===== src/rtl/pipeline_pkg.sv =====
// Shared constants for the pipeline sequencing logic: register index width,
// the x0 index, FSM state encoding and the NOP used by the stage registers.
package pipeline_pkg;

  localparam int REG_IDX_W = 5;
  localparam logic [REG_IDX_W-1:0] ZERO_REG = 5'd0;

  localparam logic [1:0] ST_RUN        = 2'd0;
  localparam logic [1:0] ST_LOAD_STALL = 2'd1;
  localparam logic [1:0] ST_DMEM_WAIT  = 2'd2;
  localparam logic [1:0] ST_ERROR      = 2'd3;

  // addi x0, x0, 0
  localparam logic [31:0] NOP_INSTR = 32'h0000_0013;

endpackage


===== src/rtl/pipeline_controller_sat_counter.sv =====
// Saturating up-counter: increments on inc, sticks at all-ones.
module sat_counter #(
  parameter int W = 32
) (
  input  logic         clk,
  input  logic         reset,
  input  logic         inc,
  output logic [W-1:0] count
);

  logic [W-1:0] count_r;

  // Count qualified cycles, holding at the maximum value.
  always_ff @(posedge clk or posedge reset) begin
    if (reset) begin
      count_r <= '0;
    end else if (inc && (count_r != {W{1'b1}})) begin
      count_r <= count_r + W'(1);
    end else begin
      count_r <= count_r;
    end
  end

  assign count = count_r;

endmodule


===== src/rtl/pipeline_controller.sv =====
// Pipeline sequencer: per-stage enables, bubbles and flushes for data-cache
// waits, taken branches and load-use hazards, plus stall statistics.
module pipeline_controller
  import pipeline_pkg::*;
#(
  parameter int LOAD_USE_CYCLES = 1,
  parameter int MEM_TIMEOUT     = 255,
  parameter int CNT_W           = 32
) (
  input  logic                 clk,
  input  logic                 reset,
  input  logic [REG_IDX_W-1:0] id_rs1,
  input  logic [REG_IDX_W-1:0] id_rs2,
  input  logic                 id_uses_rs2,
  input  logic [REG_IDX_W-1:0] ex_rd,
  input  logic                 ex_mem_read,
  input  logic                 ex_branch,
  input  logic                 ex_taken,
  input  logic                 mem_req,
  input  logic                 mem_ready,
  output logic                 pc_write,
  output logic                 if_id_write,
  output logic                 if_id_flush,
  output logic                 id_ex_write,
  output logic                 id_ex_bubble,
  output logic                 ex_mem_write,
  output logic                 mem_wb_bubble,
  output logic [CNT_W-1:0]     stall_count,
  output logic                 mem_timeout
);

  logic [1:0]  state_r;
  logic [1:0]  next_state_s;
  logic [2:0]  stall_cnt_r;
  logic [2:0]  stall_cnt_nxt_s;
  logic [15:0] wait_cnt_r;
  logic [15:0] wait_cnt_nxt_s;
  logic        mem_timeout_r;
  logic        timeout_set_s;
  logic        hazard_s;
  logic        dmem_miss_s;
  logic        run_eval_s;
  logic        start_wait_s;

  assign hazard_s = ex_mem_read && (ex_rd != ZERO_REG) &&
                    ((ex_rd == id_rs1) || (id_uses_rs2 && (ex_rd == id_rs2)));
  assign dmem_miss_s = mem_req && !mem_ready;

  // Next-state and stage-control decode; priority is dmem wait, then branch flush, then load-use.
  always_comb begin
    pc_write        = 1'b1;
    if_id_write     = 1'b1;
    if_id_flush     = 1'b0;
    id_ex_write     = 1'b1;
    id_ex_bubble    = 1'b0;
    ex_mem_write    = 1'b1;
    mem_wb_bubble   = 1'b0;
    next_state_s    = state_r;
    stall_cnt_nxt_s = stall_cnt_r;
    wait_cnt_nxt_s  = wait_cnt_r;
    timeout_set_s   = 1'b0;
    run_eval_s      = 1'b0;
    start_wait_s    = 1'b0;

    case (state_r)
      ST_RUN: begin
        run_eval_s = 1'b1;
      end
      ST_LOAD_STALL: begin
        if (dmem_miss_s) begin
          start_wait_s = 1'b1;
        end else begin
          pc_write        = 1'b0;
          if_id_write     = 1'b0;
          id_ex_bubble    = 1'b1;
          stall_cnt_nxt_s = stall_cnt_r - 3'd1;
          next_state_s    = (stall_cnt_r <= 3'd1) ? ST_RUN : ST_LOAD_STALL;
        end
      end
      ST_DMEM_WAIT: begin
        // A held branch or hazard in EX/ID is acted on in the release cycle.
        if (mem_ready) begin
          run_eval_s     = 1'b1;
          wait_cnt_nxt_s = 16'd0;
          next_state_s   = ST_RUN;
        end else begin
          pc_write      = 1'b0;
          if_id_write   = 1'b0;
          id_ex_write   = 1'b0;
          ex_mem_write  = 1'b0;
          mem_wb_bubble = 1'b1;
          if (wait_cnt_r >= 16'(MEM_TIMEOUT - 1)) begin
            timeout_set_s = 1'b1;
            next_state_s  = ST_ERROR;
          end else begin
            wait_cnt_nxt_s = wait_cnt_r + 16'd1;
          end
        end
      end
      ST_ERROR: begin
        pc_write      = 1'b0;
        if_id_write   = 1'b0;
        id_ex_write   = 1'b0;
        ex_mem_write  = 1'b0;
        mem_wb_bubble = 1'b1;
      end
      default: begin
        next_state_s = ST_RUN;
      end
    endcase

    if (run_eval_s) begin
      if (dmem_miss_s) begin
        start_wait_s = 1'b1;
      end else if (ex_branch && ex_taken) begin
        if_id_flush  = 1'b1;
        id_ex_bubble = 1'b1;
      end else if (hazard_s) begin
        pc_write     = 1'b0;
        if_id_write  = 1'b0;
        id_ex_bubble = 1'b1;
        if (LOAD_USE_CYCLES > 1) begin
          next_state_s    = ST_LOAD_STALL;
          stall_cnt_nxt_s = 3'(LOAD_USE_CYCLES - 1);
        end else begin
          next_state_s    = ST_RUN;
        end
      end else begin
        if_id_flush = 1'b0;
      end
    end else begin
      run_eval_s = 1'b0;
    end

    // The miss cycle itself is the first wait cycle.
    if (start_wait_s) begin
      pc_write        = 1'b0;
      if_id_write     = 1'b0;
      if_id_flush     = 1'b0;
      id_ex_write     = 1'b0;
      id_ex_bubble    = 1'b0;
      ex_mem_write    = 1'b0;
      mem_wb_bubble   = 1'b1;
      stall_cnt_nxt_s = 3'd0;
      if (MEM_TIMEOUT <= 1) begin
        timeout_set_s = 1'b1;
        next_state_s  = ST_ERROR;
      end else begin
        next_state_s   = ST_DMEM_WAIT;
        wait_cnt_nxt_s = 16'd1;
      end
    end else begin
      start_wait_s = 1'b0;
    end
  end

  // State, load-use and wait counters, sticky timeout flag.
  always_ff @(posedge clk or posedge reset) begin
    if (reset) begin
      state_r       <= ST_RUN;
      stall_cnt_r   <= 3'd0;
      wait_cnt_r    <= 16'd0;
      mem_timeout_r <= 1'b0;
    end else begin
      state_r       <= next_state_s;
      stall_cnt_r   <= stall_cnt_nxt_s;
      wait_cnt_r    <= wait_cnt_nxt_s;
      mem_timeout_r <= mem_timeout_r | timeout_set_s;
    end
  end

  assign mem_timeout = mem_timeout_r;

  sat_counter #(.W(CNT_W)) u_stall_counter (
    .clk   (clk),
    .reset (reset),
    .inc   (!pc_write),
    .count (stall_count)
  );

endmodule


===== config.mk =====
export PLATFORM = sky130hd
export DESIGN_NAME = pipeline_controller
export DESIGN_NICKNAME = d
export VERILOG_FILES = /design/src/rtl/pipeline_pkg.sv /design/src/rtl/pipeline_controller_sat_counter.sv /design/src/rtl/pipeline_controller.sv
export SDC_FILE = /design/constraint.sdc
export NUM_CORES = 1
export LEC_CHECK = 0
export CORE_MARGIN = 1.5
export CORE_UTILIZATION = 50
export DETAILED_ROUTE_END_ITERATION = 8
export PLACE_DENSITY_LB_ADDON = 0.12
export SKIP_CTS_REPAIR_TIMING = 1
export SLEW_MARGIN = 0
export SYNTH_ARGS = -nofsm -noshare
export SYNTH_HDL_FRONTEND = slang
export SYNTH_HIERARCHICAL = 1
export SYNTH_SLANG_ARGS = --single-unit

===== constraint.sdc =====
create_clock -name clk -period 3.3 [get_ports clk]
set_input_delay 0.495 -clock clk [delete_from_list [all_inputs] [get_ports clk]]
set_output_delay 0.495 -clock clk [all_outputs]
set_load 0.01 [all_outputs]

* Word level (Yosys, flattened, before mapping) *
Index checks and enable logic that the tools add are counted.

word-level totals
  bits in registers = 54
  input bits = 23
  output and inout port bits = 40
  word-level logic and storage cells = 82

cells by class
  add/subtract/negate cells = 3
  $lt $le $gt $ge = 2
  equal/unequal tests = 8
  multiplexer cells = 48
  bitwise operators = 1
  reductions and logical operators = 15

operators with widths
  cell                     count
  $mux W16                 4
  $add A32 B1 Y32 const B  1
  $ne A32 B32 Y1 const B   1
  $mux W1                  28
  $add A16 B1 Y16 const B  1
  $ge A16 B8 Y1 const B    1
  $mux W2                  8
  $eq A5 B5 Y1             2
  $mux W3                  3
  $logic_and A1 B1 Y1      6
  $pmux W1 S2              3
  $reduce_bool A5 Y1       1
  $eq A2 B2 Y1 const B     2
  $pmux W2 S2              1
  $reduce_and A2 Y1        2
  $reduce_bool A2 Y1       2
  $le A3 B1 Y1 const B     1
  $ne A3 B2 Y1 const B     1
  $pmux W1 S3              1
  $sub A3 B1 Y3 const B    1
  $eq A2 B1 Y1 const B     1
  $logic_not A1 Y1         2
  $logic_not A2 Y1         1
  $ne A2 B1 Y1 const B     1
  other kinds (2)          2

* Logic depth before layout (Yosys ltp) *
Gate-level depths: netlist (run 1).

  word-level depth = 11
  depth in mapped cells = 13
  depth with buffers taken out = 12

* Cells and area by module *
The synthesis (run 1) kept the hierarchy.

by module, submodules not included
  module               instances  cells an instance  area an instance (um^2)  sequential area each (um^2)
  sat_counter          1          139                1561.5                   800.8
  pipeline_controller  1          150                1447.6                   550.5

* Worst setup path after synthesis (run 1) *
OpenSTA, ideal clock, no wires.

  path kind = reg2reg
  start point = register state_r[1]
  end point = register u_stall_counter.count_r[31], in the netlist u_stall_counter/count[31]
  library setup time = 0.125 ns
  arrival time = 2.803 ns
  data required time = 3.175 ns
  path slack = 0.371 ns
  stages on the path, launching flop included = 14
  path buffers = 1
  clock period less this slack = 2.929 ns
  path through = dfrtp_1 inv_1 ha_1 inv_1 o21ai_0 o311a_1 nand3_1 nand3_1 clkbuf_2 nand3_1 or4_4 a311oi_4 nand4_1 xnor2_1

on the way
  cells in the longest elaborated chain, start to end = 9
  elaborated cells between the ends (all ways) = 16
  classes of those cells = eq/ne (3); mux (10); reduce/logical (3)

ends and longest elaborated chain
  element                                              RTL line                               source
  start, declared                                      pipeline_controller.sv:32              logic [1:0] state_r;
  start signal, assigned                               pipeline_controller.sv:165             state_r <= next_state_s;
  $eq A2 B2 Y1 / $eq A2 B1 Y1 (equally long branches)  pipeline_controller.sv:65              case (state_r)
  $pmux W1 S3                                          pipeline_controller.sv:65
  $mux W1                                              pipeline_controller.sv:118             end else if (hazard_s) begin
  $mux W1                                              pipeline_controller.sv:115             end else if (ex_branch && ex_taken) begin
  $mux W1                                              pipeline_controller.sv:113             if (dmem_miss_s) begin
  $mux W1                                              pipeline_controller.sv:112             if (run_eval_s) begin
  $mux W1 *                                            pipeline_controller.sv:136             if (start_wait_s) begin
  $logic_not A1 Y1 *                                   pipeline_controller.sv:177             .inc (!pc_write),
  $logic_and A1 B1 Y1 *                                pipeline_controller_sat_counter.sv:17  end else if (inc && (count_r != {W{1'b1}})) begin
  end signal, assigned                                 pipeline_controller_sat_counter.sv:18  count_r <= count_r + W'(1);
  end signal, assigned                                 pipeline_controller_sat_counter.sv:20  count_r <= count_r;
  end, declared                                        pipeline_controller_sat_counter.sv:11  logic [W-1:0] count_r;

Every way passes the cells marked *; elsewhere a longest branch is shown, timed or not.
A chain may end at the register's enable or synchronous reset.

* Worst setup path after layout (run 1) *
  start point = input ex_rd[0]
  end point = output if_id_write

on the way
  cells in the longest elaborated chain, start to end = 9
  elaborated cells between the ends (all ways) = 12
  classes of those cells = eq/ne (2); mux (5); reduce/logical (5)

ends and longest elaborated chain
  element                RTL line                    source
  start, declared        pipeline_controller.sv:15   input logic [REG_IDX_W-1:0] ex_rd,
  $eq A5 B5 Y1           pipeline_controller.sv:46   ((ex_rd == id_rs1) || (id_uses_rs2 && (ex_rd == id_rs2)));
  $logic_and A1 B1 Y1    pipeline_controller.sv:46
  $logic_or A1 B1 Y1     pipeline_controller.sv:46
  $logic_and A1 B1 Y1 *  pipeline_controller.sv:45   assign hazard_s = ex_mem_read && (ex_rd != ZERO_REG) &&
  $mux W1 *              pipeline_controller.sv:118
  $mux W1 *              pipeline_controller.sv:115
  $mux W1 *              pipeline_controller.sv:113
  $mux W1 *              pipeline_controller.sv:112
  $mux W1 *              pipeline_controller.sv:136
  end, declared          pipeline_controller.sv:22   output logic if_id_write,

Marked as above.

==> flow_summary.yaml, run 1 <==
route:
  antenna_left: 0
  drtIter0Drc: 78
  wl_per_cell_um: 13.4
  via_per_inst: 5.41
  wirelength_um: 5830
  first_pass_iters: 4
  vias: 2353
  post-route-drc-count: 0
yosys:
  synth.yosys.seq_area_share: 0.449
  yosysWarnings: 6
  avgSynthCellArea_sq_um: 10.4
  syn-cell-area_sq_um: 3010
  async_flop_share: 1.00
  synth.top_cell.area_share: 0.449
  yosys_register_bits: 54
  yosysTopAreaCell: "dfrtp_1"
  synth-edff-count: 0
  synth_area_leaders: "dfrtp_1, xnor2_1, nand3_1, ha_1, nand4_1"
  ys_types: 52
  synth_flop_cell: "dfrtp_1"
  synthesis.nets: 322
  synthCells: 289
clock_tree:
  root_buffer: "clkbuf_8"
  clk_pin_slew_worst_paths_ns: 0.10
  clockBufferDepth: 2
  h-tree-depth: 2
  cts_buffers: 5
  clk_latency_ns: 0.30
  cts_tree: "yes"
  numClockSinks: 54
floorplan:
  core-area_sq_um: 5850
  die_h_um: 80.6
  initial_utilization: 0.514
  num_rows: 28
  die_w_um: 80.6
  io_pins: 63
  die_area_sq_um: 6490
sta:
  rsz0062_at_grt: "false"
  relSlewSlack: 0.470
  skew_ns: 0.00614
  drv_slew: 0
  fin_setup_tns_ns: 0
  setup_viol: 0
  max_clock_freq_ghz: 0.321
  final-hold-violation-count: 0
  layout_min_cycle_time_ns: 3.12
  worst_slew_pin_slew_ns: 0.794
  period_share: 0.945
global_route:
  met1_usage: 0.246
  grt_use_total: 0.196
  grt_max_degree: 33
  grt_util_met2: 0.345
  grt_busiest_layer: "met2"
  met3_usage: 0.0341
  grt_pass1_wl_um: 9970
  antenna_found_initial: 0
  grt_pass1_vias: 2240
  overflow: 0
power:
  power.internal_mw: 1.19
  leakage_nw: 1.65
  power.share.clock: 0.199
  p_sw_mw: 0.592
  switching_share: 0.332
  vdd_drop_max_mv: 0.343
  p_comb_frac: 0.344
  seq_power_share: 0.457
  power_density_nw_per_um2: 463
  power_mw: 1.78
placed_design:
  place.gp.congestion: 0.835
  hpwl_um: 4420
  placed_area_sq_um: 3760
  port_buffers: 62
finish:
  area_delta_synth_final_pct: 27.8
  antenna_cells: 0
  final-seq-area_sq_um: 1350
  fin_nets: 393
  final_area_sq_um: 3850
  num-fill-cells: 489
  drive_above_1_share: 0.0972
  multi_input_area_sq_um: 1580
worst_setup_path:
  reg2reg_from: "state_r[0]$_DFF_PP0_"
  crit_type: "in -> out"
  path_max_fanout: 3
  r2r_cells: 13
  cp-end-kind: "primary output"
  cp-start-kind: "input pin"
  reg2reg_to: "u_stall_counter/count[23]$_DFFE_PP0P_"
  arrival_ns: 2.62
  worstPathRequired_ns: 2.80
  r2r_slack_ns: 0.28
  startpoint: "ex_rd[0]"
hold_path:
  worstHoldStart: "mem_timeout$_DFF_PP0_"
  min_to: "mem_timeout$_DFF_PP0_"
  hold_depth: 1
  hold_class: "reg -> reg"
flow_run:
  cap_violations: 0
run_status:
  status: "complete, no violations"
## kinds of logic (layout without fill, tap and decap cells)
group	Yosys count	count (layout)	share of synthesized area
muxes	3	3	0.0116
buffers and inverters	18	89	0.0274
xor gates and xnor gates	43	43	0.125
DFF	54	54	0.449
adders and majority gates	10	10	0.0416
and+or+nand+nor	126	126	0.247
AOI/OAI and AO/OA	35	35	0.0981
## power by group through the flow
stage                     clock (mW)  combinational, mW  sequential, mW
after floorplan                    0              0.363           0.826
after global placement             0              0.606           0.825
after detailed placement           0              0.619           0.826
after CTS                      0.369              0.622           0.813
after global routing           0.391              0.679           0.829
final                          0.354              0.614           0.815
## how the worst max path moves through the flow
stage                                            endpoint  depth (start not counted)
finish                                        if_id_write                          7
global route        u_stall_counter/count[28]$_DFFE_PP0P_                         13
CTS                                           if_id_write                          7
detailed placement  u_stall_counter/count[31]$_DFFE_PP0P_                         12
global placement    u_stall_counter/count[31]$_DFFE_PP0P_                         12
floorplan           u_stall_counter/count[31]$_DFFE_PP0P_                         13
## per-layer routing
| metal | part of all wire | vias to the layer above | wire (um) |
|---|---|---|---|
| met4 | 0.010 | 0 | 59 |
| li1 | - | 1163 | - |
| met2 | 0.50 | 52 | 2920 |
| met5 | 0 | - | 0 |
| met1 | 0.45 | 1134 | 2600 |
| met3 | 0.041 | 4 | 240 |
## synthesized netlist by cell type (all sizes together), types with 3 or more instances
library cell,n
nor2b,8
inv,10
nand3,31
and2b,3
nand2,19
and3,12
clkbuf,4
nor3,4
o21ai,9
nor2,17
a21oi,7
nand4,15
dfrtp,54
buf,4
nor4,6
xnor2,41
or3,3
ha,10
## worst max-delay path, stage by stage
cell             delay, ns
clkdlybuf4s50_1       0.46
or3_1                 0.39
o311a_1               0.31
nand3_1               0.11
buf_4                 0.13
and3_1                0.17
clkdlybuf4s50_1       0.55
## cell type report
| cell class | instances | share of cell area |
|---|---|---|
| sequential | 54 | 0.351 |
| clock inverter | 1 | 0.00195 |
| inverter | 10 | 0.00976 |
| timing repair buffer | 72 | 0.184 |
| clock buffer | 6 | 0.0189 |
| tap | 75 | 0.0244 |
| multi-input combinational | 217 | 0.410 |
## layout by cell type (no fill, tap or decap), drive strengths merged, types with 7 or more instances in the layout
| cell type | count |
|---|---|
| a21oi | 7 |
| and3 | 12 |
| buf | 10 |
| clkdlybuf4s50 | 62 |
| dfrtp | 54 |
| ha | 10 |
| inv | 10 |
| nand2 | 19 |
| nand3 | 31 |
| nand4 | 15 |
| nor2 | 17 |
| nor2b | 8 |
| o21ai | 9 |
| xnor2 | 41 |
## flip-flops by register name (all words and copies together), names as in the netlist
signal and count:
mem_timeout 1, u_stall_counter/count 32, stall_cnt_r 3, wait_cnt_r 16, state_r 2
## per-stage QoR
step / setup WS (ns) / hold WS (ns) / instances / utilization
floorplan: 0.371 / 0.445 / 289 / -
global placement: 0.152 / 0.453 / 427 / 0.642
detailed placement: 0.0735 / 0.459 / 427 / 0.642
CTS: 0.170 / 0.486 / 434 / 0.656
global route: 0.0308 / 0.516 / 435 / 0.657
finish: 0.182 / 0.481 / 435 / 0.657
Power figures use the tool's default switching activity.
==> run 2, diff against run 1 <==
--- a/config.mk
+++ b/config.mk
@@ -7,6 +7,7 @@
 export LEC_CHECK = 0
 export CORE_MARGIN = 1.5
 export CORE_UTILIZATION = 50
+export CTS_CLUSTER_SIZE = 28
 export DETAILED_ROUTE_END_ITERATION = 8
 export PLACE_DENSITY_LB_ADDON = 0.12
 export SKIP_CTS_REPAIR_TIMING = 1
==> results of run 2 <==
Final layout, timing and power as in run 1 (identical DEF).
